[config.mk]
export PLATFORM = sky130hd
export DESIGN_NAME = weight_loader_18_16_2_64
export DESIGN_NICKNAME = d
export VERILOG_FILES = /design/src/rtl/weight_loader_18_16_2_64_pkg.sv /design/src/rtl/weight_loader_18_16_2_64_packer.sv /design/src/rtl/weight_loader_18_16_2_64.sv
export SDC_FILE = /design/constraint.sdc
export NUM_CORES = 1
export LEC_CHECK = 0
export ABC_CLOCK_PERIOD_IN_PS = 4680
export CAP_MARGIN = 20
export CORE_ASPECT_RATIO = 0.6
export CORE_UTILIZATION = 39
export CTS_BUF_LIST = sky130_fd_sc_hd__clkbuf_4 sky130_fd_sc_hd__clkbuf_8
export CTS_CLUSTER_SIZE = 30
export DETAILED_ROUTE_END_ITERATION = 10
export DONT_BUFFER_PORTS = 1
export PLACE_DENSITY = 0.65
export SKIP_CTS_REPAIR_TIMING = 1
export SYNTH_ARGS = -nofsm -noshare
export SYNTH_HDL_FRONTEND = slang
export SYNTH_SLANG_ARGS = --single-unit
[constraint.sdc]
create_clock -name clk -period 4.68 [get_ports clk]
set_input_delay 0.936 -clock clk [delete_from_list [all_inputs] [get_ports clk]]
set_output_delay 0.936 -clock clk [all_outputs]
set_load 0.01 [all_outputs]
[src/rtl/weight_loader_18_16_2_64_pkg.sv]
// rtl/weight_loader_18_16_2_64_pkg.sv - shared sizes and state enumeration for the weight loader
//
// Purpose: geometry of the CLSTM weight RAM banks (18-bit elements, 16 lanes,
// 2 banks of 64 words) and the loader FSM state type.
// Ports: none (package).
package weight_loader_18_16_2_64_pkg;

  localparam int DATA_WIDTH  = 18;
  localparam int LANES       = 16;
  localparam int ADDR_WIDTH  = 6;
  localparam int WORD_WIDTH  = DATA_WIDTH * LANES;              // 288
  localparam int NUM_BANKS   = 2;
  localparam int WORDS_TOTAL = NUM_BANKS * (1 << ADDR_WIDTH);   // 128

  localparam int LANE_CNT_W  = $clog2(LANES);
  localparam int WORD_CNT_W  = $clog2(WORDS_TOTAL);

  typedef enum logic [1:0] {
    ST_IDLE  = 2'd0,
    ST_FILL  = 2'd1,
    ST_WRITE = 2'd2,
    ST_DONE  = 2'd3
  } loader_state_e;

endpackage

[src/rtl/weight_loader_18_16_2_64_packer.sv]
// rtl/weight_loader_18_16_2_64_packer.sv - lane packer building one 288-bit RAM word
//
// Purpose: holds the pack register and lane counter. Each load_i writes data_i
// into the lane selected by the counter and advances it.
// Ports:
//   clk, rst_n  clock, asynchronous active-low reset
//   clear_i     clears the pack register and lane counter (start of a load)
//   load_i      accept data_i into the current lane
//   data_i      18-bit weight element
//   full_o      the current lane is the last one; a load now completes the word
//   word_o      packed word including data_i in the current lane, so the
//               completing element can be captured in the same edge
module weight_lane_packer
  import weight_loader_18_16_2_64_pkg::*;
(
  input  logic                  clk,
  input  logic                  rst_n,
  input  logic                  clear_i,
  input  logic                  load_i,
  input  logic [DATA_WIDTH-1:0] data_i,
  output logic                  full_o,
  output logic [WORD_WIDTH-1:0] word_o
);

  logic [LANE_CNT_W-1:0] lane_q;
  logic [WORD_WIDTH-1:0] pack_q;

  always_comb begin
    word_o = pack_q;
    word_o[lane_q*DATA_WIDTH +: DATA_WIDTH] = data_i;
  end

  assign full_o = (lane_q == LANE_CNT_W'(LANES - 1));

  // LANES is a power of two, so the lane counter wraps to 0 by itself after
  // the last lane and the next word starts cleanly.
  always_ff @(posedge clk or negedge rst_n) begin
    if (!rst_n) begin
      lane_q <= '0;
      pack_q <= '0;
    end else if (clear_i) begin
      lane_q <= '0;
      pack_q <= '0;
    end else if (load_i) begin
      lane_q <= lane_q + LANE_CNT_W'(1);
      pack_q <= word_o;
    end
  end

endmodule

[src/rtl/weight_loader_18_16_2_64.sv]
// rtl/weight_loader_18_16_2_64.sv - streaming writer filling the two CLSTM weight RAM banks
//
// Purpose: accepts 18-bit weight elements on a valid/ready stream, packs 16
// per word and writes word k to bank k%2 at address k/2, 128 words per load.
// Optional feature macro: WEIGHT_LOADER_CHECKSUM_EN (running element sum).
// Ports:
//   clk, rst_n               clock, asynchronous active-low reset
//   start                    begin a full load (sampled in IDLE only)
//   in_data/in_valid/in_ready element stream
//   wr_en_x/wr_addr_x/wr_data_x bank x write port (x = 0, 1)
//   busy                     load in progress (through the done cycle)
//   done                     one-cycle pulse after the final write
//   checksum                 sign-extended element sum, or 0 without the macro
module weight_loader_18_16_2_64
  import weight_loader_18_16_2_64_pkg::*;
(
  input  logic                  clk,
  input  logic                  rst_n,
  input  logic                  start,
  input  logic [DATA_WIDTH-1:0] in_data,
  input  logic                  in_valid,
  output logic                  in_ready,
  output logic                  wr_en_0,
  output logic                  wr_en_1,
  output logic [ADDR_WIDTH-1:0] wr_addr_0,
  output logic [ADDR_WIDTH-1:0] wr_addr_1,
  output logic [WORD_WIDTH-1:0] wr_data_0,
  output logic [WORD_WIDTH-1:0] wr_data_1,
  output logic                  busy,
  output logic                  done,
  output logic [31:0]           checksum
);

  loader_state_e         state_q;
  logic [WORD_CNT_W-1:0] word_cnt_q;
  logic                  in_ready_q;
  logic                  busy_q;
  logic                  done_q;
  logic                  wr_en_0_q, wr_en_1_q;
  logic [ADDR_WIDTH-1:0] wr_addr_0_q, wr_addr_1_q;
  logic [WORD_WIDTH-1:0] wr_data_0_q, wr_data_1_q;

  logic                  start_acc;
  logic                  hs;
  logic                  pk_full;
  logic [WORD_WIDTH-1:0] pk_word;

  assign start_acc = (state_q == ST_IDLE) && start;
  // in_ready_q is high exactly in FILL, so this is the only accept condition.
  assign hs        = in_valid && in_ready_q;

  weight_lane_packer u_packer (
    .clk     (clk),
    .rst_n   (rst_n),
    .clear_i (start_acc),
    .load_i  (hs),
    .data_i  (in_data),
    .full_o  (pk_full),
    .word_o  (pk_word)
  );

  // Write strobes and data are captured on the edge that accepts lane 15, so
  // the write port is valid during the WRITE cycle and the RAM latches it on
  // the edge that ends WRITE.
  always_ff @(posedge clk or negedge rst_n) begin
    if (!rst_n) begin
      state_q     <= ST_IDLE;
      word_cnt_q  <= '0;
      in_ready_q  <= 1'b0;
      busy_q      <= 1'b0;
      done_q      <= 1'b0;
      wr_en_0_q   <= 1'b0;
      wr_en_1_q   <= 1'b0;
      wr_addr_0_q <= '0;
      wr_addr_1_q <= '0;
      wr_data_0_q <= '0;
      wr_data_1_q <= '0;
    end else begin
      wr_en_0_q   <= 1'b0;
      wr_en_1_q   <= 1'b0;
      wr_addr_0_q <= '0;
      wr_addr_1_q <= '0;
      wr_data_0_q <= '0;
      wr_data_1_q <= '0;
      done_q      <= 1'b0;
      case (state_q)
        ST_IDLE: begin
          if (start) begin
            state_q    <= ST_FILL;
            word_cnt_q <= '0;
            in_ready_q <= 1'b1;
            busy_q     <= 1'b1;
          end
        end
        ST_FILL: begin
          if (hs && pk_full) begin
            state_q    <= ST_WRITE;
            in_ready_q <= 1'b0;
            if (word_cnt_q[0] == 1'b0) begin
              wr_en_0_q   <= 1'b1;
              wr_addr_0_q <= word_cnt_q[WORD_CNT_W-1:1];
              wr_data_0_q <= pk_word;
            end else begin
              wr_en_1_q   <= 1'b1;
              wr_addr_1_q <= word_cnt_q[WORD_CNT_W-1:1];
              wr_data_1_q <= pk_word;
            end
          end
        end
        ST_WRITE: begin
          word_cnt_q <= word_cnt_q + WORD_CNT_W'(1);
          if (word_cnt_q == WORD_CNT_W'(WORDS_TOTAL - 1)) begin
            state_q <= ST_DONE;
            done_q  <= 1'b1;
          end else begin
            state_q    <= ST_FILL;
            in_ready_q <= 1'b1;
          end
        end
        ST_DONE: begin
          state_q <= ST_IDLE;
          busy_q  <= 1'b0;
        end
        default: begin
          state_q    <= ST_IDLE;
          in_ready_q <= 1'b0;
          busy_q     <= 1'b0;
        end
      endcase
    end
  end

  assign in_ready  = in_ready_q;
  assign busy      = busy_q;
  assign done      = done_q;
  assign wr_en_0   = wr_en_0_q;
  assign wr_en_1   = wr_en_1_q;
  assign wr_addr_0 = wr_addr_0_q;
  assign wr_addr_1 = wr_addr_1_q;
  assign wr_data_0 = wr_data_0_q;
  assign wr_data_1 = wr_data_1_q;

`ifdef WEIGHT_LOADER_CHECKSUM_EN
  logic [31:0] checksum_q;

  // Holds after done so the controller can read it until the next start.
  always_ff @(posedge clk or negedge rst_n) begin
    if (!rst_n) begin
      checksum_q <= '0;
    end else if (start_acc) begin
      checksum_q <= '0;
    end else if (hs) begin
      checksum_q <= checksum_q + {{(32-DATA_WIDTH){in_data[DATA_WIDTH-1]}}, in_data};
    end
  end

  assign checksum = checksum_q;
`else
  assign checksum = 32'd0;
`endif

endmodule

-- After elaboration in Yosys (flattened, before gate mapping)
Cells that the tools add are included.
- register bits after elaboration: 894
- input port bits: 22
- output and inout port bits: 625
- word-level logic and storage cells: 75
- add/subtract/negate cells: 3
- $mul: 1
- eq/ne operators: 8
- shift-type cells: 2
- mux-type cells: 36
- reduce and logical (&&, ||, !) cells: 12
- operators by type and width (kind ; number):
    $mux W288 ; 8
    $bwmux W288 ; 1
    $shift A18 B34 Y288 const A ; 1
    $shiftx A18 B34 Y288 ; 1
    $mux W6 ; 6
    $neg A9 Y34 ; 1
    $pmux W7 S2 ; 1
    $mux W1 ; 11
    $mul A4 B4 Y8 const B ; 1
    $mux W4 ; 2
    $pmux W2 S4 ; 1
    $add A7 B1 Y7 const B ; 1
    $eq A7 B7 Y1 const B ; 1
    $mux W7 ; 1
    $mux W2 ; 3
    $ne A2 B2 Y1 const B ; 3
    $reduce_and A2 Y1 ; 3
    $reduce_bool A2 Y1 ; 3
    $add A4 B1 Y4 const B ; 1
    $eq A2 B2 Y1 const B ; 2
    $eq A4 B4 Y1 const B ; 1
    $reduce_and A4 Y1 ; 1
    $logic_and A1 B1 Y1 ; 3
    $pmux W1 S3 ; 1
    4 further kinds ; 4

-- Longest topological paths before layout
Gate-level depths: netlist (run 1).
- word-level depth: 7
- mapped depth: 17
- depth with buffers taken out: 13

-- Cells and area by module
A second synthesis (run 1) with hierarchy kept.
- cell total of the unflattened synthesis: 3796
- area total of the unflattened synthesis: 40845.4 µm²
- modules (own cells, without submodules) (module ; instances ; cells an instance ; area each (µm²) ; sequential area each (µm²)):
    weight_lane_packer ; 1 ; 2463 ; 21181.6 ; 7307.0
    weight_loader_18_16_2_64 ; 1 ; 1333 ; 19663.9 ; 15064.4

-- Worst setup path after synthesis (run 1)
Ideal clock, no wire load.
- path kind: register to register
- from: reg u_packer.lane_q[0]
- to: reg wr_data_0_q[182], in the netlist wr_data_0[182]
- setup time: 0.132 ns
- arrival time: 4.482 ns
- data required time: 4.548 ns
- path slack: 0.066 ns
- cell stages (with the launch flop): 18
- buffers on the path: 4
- period minus slack after synthesis: 4.614 ns
- path through: dfrtp_1 ha_1 ha_1 ha_1 clkbuf_1 nor4_2 nand3_1 inv_2 clkbuf_1 ha_1 clkbuf_1 clkinv_1 a211oi_1 nand3_2 buf_1 nor3_1 mux2i_1 nor2_1
- longest elaborated chain between the ends: 7
- elaborated cells on any way between the ends: 10
- those cells by class: 1 x add/sub; 1 x mul; 1 x eq/ne; 2 x shift; 4 x mux; 1 x reduce/logical
- ends and longest elaborated chain (element ; RTL line ; text):
    from (decl) ; weight_loader_18_16_2_64_packer.sv:25 ; logic [LANE_CNT_W-1:0] lane_q;
    from (signal assigned) ; weight_loader_18_16_2_64_packer.sv:45 ; lane_q <= lane_q + LANE_CNT_W'(1);
    $mul A4 B4 Y8 ; weight_loader_18_16_2_64_packer.sv:30 ; word_o[lane_q*DATA_WIDTH +: DATA_WIDTH] = data_i;
    $neg A9 Y34 ; weight_loader_18_16_2_64_packer.sv:30 ;
    $shiftx A18 B34 Y288 / $shift A18 B34 Y288 (equally long branches) ; weight_loader_18_16_2_64_packer.sv:30 ;
    $bwmux W288 ; weight_loader_18_16_2_64_packer.sv:30 ;
    $mux W288 ; weight_loader_18_16_2_64.sv:99 ; if (word_cnt_q[0] == 1'b0) begin
    $mux W288 (*) ; weight_loader_18_16_2_64.sv:96 ; if (hs && pk_full) begin
    $mux W288 (*) ; weight_loader_18_16_2_64.sv:86 ; case (state_q)
    to (signal assigned) ; weight_loader_18_16_2_64.sv:102 ; wr_data_0_q <= pk_word;
    to (decl) ; weight_loader_18_16_2_64.sv:41 ; logic [WORD_WIDTH-1:0] wr_data_0_q, wr_data_1_q;
Every way passes the cells marked *; elsewhere a longest branch is shown, timed or not.
A chain may end at the register's enable or synchronous reset.

-- Worst setup path after layout (run 1)
- from: reg u_packer.lane_q[0]
- to: reg wr_data_0_q[273], in the netlist wr_data_0[273]
Same word-level chain as after synthesis.

==> out/metrics.sh, run 1 <==
PORTBUFFERS=0
DIE-AREA_UM2=103000
ROUTABILITYCONGESTION=1.03
SYNTH-ASYNC-RESET-RATIO_PCT=100
SYNTH_SEQ_AREA_SHARE_PCT=56.6
DRT_WL_TOTAL_UM=156000
SYNTH_TOP_CELL_BY_AREA='dfrtp_1'
SLEW-LIMIT-HEADROOM_PCT=25.2
CTS_INSERTED_BUFFERS=135
FIN_CRIT_SH_PCT=97.3
CRITPATHREQUIREDTIME_PS=5400
YOSYS.AREA.TOP_TYPE_SHARE_PCT=56.6
CTS.REPORTEDPATHS.CLKPINSLEW_PS=60
CTSLONGESTPATHBUFFERS=3
DESIGN_POWER_TOTAL_mW=24.0
DRT-VIAS-PER-INSTANCE=5.92
CRITPATHCAPTURETYPE='register'
DIE_HEIGHT_UM=249
DETAIL_ROUTE.WIRELENGTH.MET1_UM=69900
DR_TOTAL_VIAS=31900
MET2_WIRELENGTH_UM=64300
YOSYSUNIQUECELLTYPES=85
POST-PLACE-CELLS=5134
GRT_START_MAX_NET_PINS=895
TNS_PS=0
TIMING.CRITICAL_PATH.FANOUT_MAX=7
CELLLEAKAGEPOWER_nW=20.9
NETSWITCHINGFRACTION_PCT=40.8
SYNTH_ENABLE_FLOP_CELLS=0
RUN_STATUS='completed'
SYNTHFLOPTYPE='dfrtp_1'
PWR_DENSITY_CELL_nW_PER_UM2=521
GRT.TOTAL_USAGE_PCT=29.9
AVG_SYNTHESIZED_CELL_AREA_UM2=10.5
AVGROUTEDWIREPERCELL_UM=29.0
SEQUENTIAL_CELL_AREA_UM2=22400
IO_PINS=647
IR_DROP_uV=307
CTS_TREE='yes'
DRIVE_ABOVE_1_SHARE_PCT=16.7
FINISH.UTILIZATION_PCT=45.8
CORE_UM2=100000
SYN_INST=3779
PLACEMENTROWS=90
YS_SEQ_ELEMENTS=894
MULTIINPUTGATEAREA_UM2=16100
ROUTE.DETAILED.DRC=0
CLOCK_LATENCY_PS=870
FILLERINSTANCES=9327
TIMING.MAX_CAP.VIOLATIONS=0
FINAL_NETS=3975
TIMING.CLOCK.SKEW_PS=40.2
CLK_ROOT_BUFFER_CELL='clkbuf_8'
POWER.SHARE.COMBINATIONAL_PCT=36.2
CRITPATHLAUNCHTYPE='register'
WORST_SLEW_PIN_SLEW_PS=1120
FINALWORSTSETUPSLACK_PS=126
INITIAL_ANTENNA_VIOLATION_COUNT=7
WORST-SETUP-PATH-TYPE='reg2reg'
FLOORPLAN.INITIALDENSITY_PCT=39.4
DRTITER0DRC=4258
POWER_FRAC_CLOCK_PCT=31.3
CELLINTERNALPOWER_mW=14.2
GRT_SETUP_UNREPAIRED='no'
DETAIL_ROUTE.FIRST_PASS.ITERATIONS=7
TIMING_MAX_TRANSITION_VIOLATIONS_FINAL=0
YS_WARN_COUNT=0
WORST_EP_ARRIVAL_TIME_PS=5270
GRT_PASS1_WL_UM=222000
TRITONCTS_SINKS=894
FINAL_CELL_COUNT_NO_FILL=5388
WORSTHOLDPATHTYPE='in2async'
SYN2LAYOUT_AREA_GROWTH_PCT=16.3
GRT_PASS1_VIAS=30100
P_SEQ_SHARE_PCT=32.6
GLOBALROUTE.TOTALOVERFLOW=0
PRE_CTS_SLACK_PS=360
PERIOD_NEEDED_PS=4550
SYNTH_AREA_LEADERS='dfrtp_1, mux2i_1, nor2_1'
CTSHTREEMAXLEVEL=4
ROUTED-WL-MET3_UM=18000
ANT_NETS=0
NET-SWITCHING-POWER_mW=9.78
TIMING_HOLD_VIOLATIONS_FINAL=0
HPWLAFTERDP_UM=112000
LEADING_CELL_TYPE_IN_THE_LAYOUT_FILL_AND_TAPS_EXCLUDED='dfrtp_1'
MAXIMUM_FREQUENCY_FROM_STATIC_TIMING_ANALYSIS_MHz=220
FLOORPLAN.DIE.WIDTH_UM=413
LAYOUT.CELLS.MOST_COMMON_LIST='dfrtp_1, nor2_1, mux2i_1'
TOP_LAYER_USED='met4'
POST_SYNTH_INSTANCE_AREA_UM2=39500
FINAL-SETUP-VIOL-COUNT=0
## registers in the layout, summed over array words and instances, names as in the netlist
signal / cells
busy: 1
done: 1
in_ready: 1
state_q: 2
u_packer.lane_q: 4
u_packer.pack_q: 288
word_cnt_q: 7
wr_addr_0: 6
wr_addr_1: 6
wr_data_0: 288
wr_data_1: 288
wr_en_0: 1
wr_en_1: 1
## final timing paths
path | depth (start not counted) | slack, ps | from | endpoint
setup / recovery | 15 | 130 | u_packer.lane_q[0] | wr_data_0[273]
hold / removal | 1 | 120 | rst_n | u_packer.pack_q[266]
setup reg to reg | 15 | 130 | u_packer.lane_q[0] | wr_data_0[273]
hold reg to reg | 2 | 520 | u_packer.pack_q[266] | u_packer.pack_q[266]
max in group asynchronous | 3 | 2200 | rst_n | wr_data_1[223]
min in group clk | 1 | 210 | start | state_q[0]
## layer usage
metal	up-vias	GRT usage, %
li1	13700	-
met1	16100	44.9
met2	1798	40.3
met3	227	10.1
met4	0	8.60
met5	-	0
## cells in the mapped netlist (all sizes together), types with 5 or more instances
cell,instances
a2111oi,6
a211oi,42
a21boi,6
a21o,9
a21oi,202
a311oi,13
a31oi,20
a32o,5
a32oi,5
a41oi,11
and2,12
and3,33
and3b,16
buf,104
clkbuf,202
dfrtp,894
ha,8
inv,14
mux2,12
mux2i,432
mux4,10
nand2,143
nand2b,5
nand3,114
nand4,49
nor2,714
nor3,355
nor3b,5
nor4,45
o2111ai,7
o211ai,38
o21a,5
o21ai,76
o22ai,43
o31a,6
o31ai,12
o32ai,26
o41ai,7
or2,6
or3,8
xnor2,6
## stage by stage
step / area, um^2 / hold WS [ps]
final: 46000 / 120
after global routing: 46000 / 92.6
after CTS: 45800 / -312
after detailed placement: 42600 / 508
after global placement: 42600 / 502
after floorplan: 39600 / 465
## cell type report
type                    instances  area share (%)
flip-flops and latches        894            48.7
well taps                    1334            3.63
inverters                      17           0.139
clock buffers                 195            5.46
repair buffers                304            5.61
multi-input cells            2593            35.1
clock inverters                44            1.40
diodes                          7          0.0381
## cells by family after synthesis
kind of cell | after synthesis | share of synthesized area [%]
AND/OR/NAND/NOR | 1518 | 17.7
flip-flops | 894 | 56.6
AO/OA/AOI/OAI | 571 | 9.73
multiplexers | 454 | 11.9
buffers and inverters | 323 | 3.66
XOR/XNOR | 10 | 0.241
adder cells (fa/ha/maj) | 8 | 0.253
other | 1 | 0.00949
## worst max-delay path, stage by stage (launching register included)
cell	delay, ps
dfrtp_2	430
ha_1	210
ha_1	240
ha_1	330
nor4_2	290
nand3_1	180
inv_2	90
ha_1	270
clkinv_1	240
a211oi_1	700
o21ai_0	340
buf_4	270
o22ai_1	350
mux2i_1	240
buf_4	160
nor2_1	50
## power groups by stage
| stage | Clock [mW] | Combinational [mW] | Sequential (mW) |
|---|---|---|---|
| 3_5_place_dp | 0 | 8.06 | 7.94 |
| 6_report | 7.49 | 8.67 | 7.80 |
| 3_3_place_gp | 0 | 8.09 | 7.94 |
| 5_1_grt | 8.02 | 8.81 | 7.80 |
| 4_1_cts | 7.65 | 8.08 | 7.80 |
| 2_1_floorplan | 0 | 3.88 | 7.94 |
(Power assumes the default switching activity.)
==> run 2: changes to the inputs <==
--- a/config.mk
+++ b/config.mk
@@ -6,7 +6,6 @@
 export NUM_CORES = 1
 export LEC_CHECK = 0
 export ABC_CLOCK_PERIOD_IN_PS = 4680
-export CAP_MARGIN = 20
 export CORE_ASPECT_RATIO = 0.6
 export CORE_UTILIZATION = 39
 export CTS_BUF_LIST = sky130_fd_sc_hd__clkbuf_4 sky130_fd_sc_hd__clkbuf_8
==> out/metrics.sh, run 2 (synthesis gave the netlist of run 1 again) <==
GRT_SETUP_UNREPAIRED='no'
CRITPATHREQUIREDTIME_PS=5380
DIE-AREA_UM2=103000
ROUTABILITYCONGESTION=1.03
IR_DROP_uV=303
CELLS_ALONG_THE_CRITICAL_PATH='ha_1, ha_1, ha_1, nor4_2, nand3_1, inv_2, ha_1, nor3_1, nand2_1, a2111oi_0, buf_4, a21oi_1, nor3_1, nor3_1'
CTS_TREE='yes'
CORE_UM2=100000
SYN2LAYOUT_AREA_GROWTH_PCT=15.9
CELLLEAKAGEPOWER_nW=20.8
FINAL-SETUP-VIOL-COUNT=0
CRIT_SLOWEST_CELL='a2111oi_0'
PERIOD_NEEDED_PS=4440
GRT.TOTAL_USAGE_PCT=30.0
CLOCK_LATENCY_PS=880
TNS_PS=0
RUN_STATUS='finished with violations'
CLK_ROOT_BUFFER_CELL='clkbuf_8'
DRTITER0DRC=3961
ROUTE.DETAILED.DRC=0
POST-PLACE-CELLS=5130
IO_PINS=647
TIMING.HOLD.WS_PS=-6.68
CTSHTREEMAXLEVEL=4
TRITONCTS_SINKS=894
GRT_PASS1_VIAS=30200
PWR_DENSITY_CELL_nW_PER_UM2=518
GRT_PASS1_WL_UM=223000
TIMING.CRITICAL_PATH.MODE_CELL='ha_1'
LEADING_CELL_TYPE_IN_THE_LAYOUT_FILL_AND_TAPS_EXCLUDED='dfrtp_1'
FLOORPLAN.INITIALDENSITY_PCT=39.4
FIRST_ELEMENT_OF_THE_CRITICAL_PATH='u_packer.lane_q[0]'
SOURCE_OF_THE_WORST_REGISTER_TO_REGISTER_TIMING_PATH='u_packer.lane_q[0]'
CRITPATHCAPTURETYPE='register'
FINAL_CELL_COUNT_NO_FILL=5374
PLACED_AREA_UM2=42600
LAYOUT.CELLS.MOST_COMMON_LIST='dfrtp_1, nor2_1, mux2i_1'
GLOBAL_ROUTE.USAGE.MET2_PCT=41.1
TIMING.CLOCK.SKEW_PS=33.0
WORSTHOLDPATHTYPE='in2async'
MAX_STAGE_DELAY_PS=690
DR_TOTAL_VIAS=31700
WORST_EP_ARRIVAL_TIME_PS=5150
WORST_SLEW_PIN_SLEW_PS=1410
GLOBAL_ROUTE.USAGE.MET3_PCT=10.6
TIMING_MAX_TRANSITION_VIOLATIONS_FINAL=0
ANT_NETS=0
DRT-VIAS-PER-INSTANCE=5.90
TIMING_HOLD_VIOLATIONS_FINAL=1
GRTUSAGEMET1_PCT=44.5
CTSLONGESTPATHBUFFERS=3
GLOBALROUTE.TOTALOVERFLOW=0
FLOORPLAN.DIE.WIDTH_UM=413
HPWLAFTERDP_UM=112000
DIE_HEIGHT_UM=249
AVGROUTEDWIREPERCELL_UM=29.1
CRITPATHBUFINV=2
TOTAL_NON_FILLER_CELL_AREA_IN_THE_FINISHED_LAYOUT_UM2=45800
DETAIL_ROUTE.FIRST_PASS.ITERATIONS=6
FINAL_NETS=3968
DRT_WL_TOTAL_UM=157000
TIMING.CRITICAL_PATH.FANOUT_MAX=7
WORST_PATH_DOMINANT_CELL_FAMILY='simple AND/OR/NAND/NOR gates'
MAXIMUM_FREQUENCY_FROM_STATIC_TIMING_ANALYSIS_MHz=225
PLACEMENTROWS=90
DRIVE_ABOVE_1_SHARE_PCT=16.5
WORST-SETUP-PATH-TYPE='reg2reg'
CTS_INSERTED_BUFFERS=135
VIOLATIONS='negative hold slack'
BUSIEST_LAYER='met1'
CTS.REPORTEDPATHS.CLKPINSLEW_PS=70
TIMING.MAX_CAP.VIOLATIONS=0
SLEW-LIMIT-HEADROOM_PCT=5.40
CRITPATHLAUNCHTYPE='register'
PORTBUFFERS=0
GRT_START_MAX_NET_PINS=895
FIN_CRIT_SH_PCT=94.9
INITIAL_ANTENNA_VIOLATION_COUNT=4
-- run 2: cell count changes in the layout (fill, tap and decap cells not counted) --
cell / delta
buf_4: -3
buf_6: -3
bufinv_16: -3
clkbuf_4: +4
clkbuf_8: -1
clkinv_2: -4
clkinv_4: -2
clkinvlp_4: -1
diode_2: -2
inv_6: +1
nor2_1: -1
nor2_2: +1
-- run 2: power breakdown --
group	switching, mW	internal, mW	leakage [nW]
sequential	0.0292	7.77	12.4
combinational	6.51	2.12	6.73
clock	3.18	4.10	1.60
-- run 2: layer usage --
metal  part of all wire (%)  routed length, um  up-vias
met5                      0                  0        -
met4                    2.3               3570        0
met3                     11              17900      223
met2                     42              65100     1753
met1                     45              70000    16000
li1                       -                  -    13700
-- run 2: area by class of cell --
class / instances / area (um^2)
repair buffers: 297 / 2520
fillers: 9349 / 54600
well taps: 1334 / 1670
clock buffers: 199 / 2530
diodes: 5 / 12.5
clock inverters: 35 / 515
flip-flops and latches: 894 / 22400
inverters: 17 / 63.8
multi-input cells: 2593 / 16100
-- run 2: final timing paths --
path                                        end  slack, ps  depth (start not counted)
min in group clk                     state_q[0]        220                          1
hold reg to reg            u_packer.pack_q[286]        520                          2
max in group asynchronous        wr_data_1[163]       2780                          2
hold / removal                     wr_addr_0[3]         -7                          1
setup reg to reg                  wr_data_1[17]        240                         14
setup / recovery                  wr_data_1[17]        240                         14
-- run 2: worst register-to-register path: stages, from the launching register on --
cell       delay [ps]
dfrtp_2           430
ha_1              210
ha_1              230
ha_1              320
nor4_2            220
nand3_1           170
inv_2              90
ha_1              310
nor3_1            460
nand2_1           300
a2111oi_0         690
buf_4             250
a21oi_1            60
nor3_1            430
nor3_1            100
-- run 2: through the flow --
step	power [mW]	utilization, %	setup WS, ps	hold slack [ps]
after detailed placement	16.0	42.4	394	508
after CTS	23.3	45.4	355	-303
final	23.7	45.6	237	-6.68
after global placement	16.0	42.4	543	502
after global routing	24.4	45.6	32.3	28.4
after floorplan	11.8	-	66.3	465
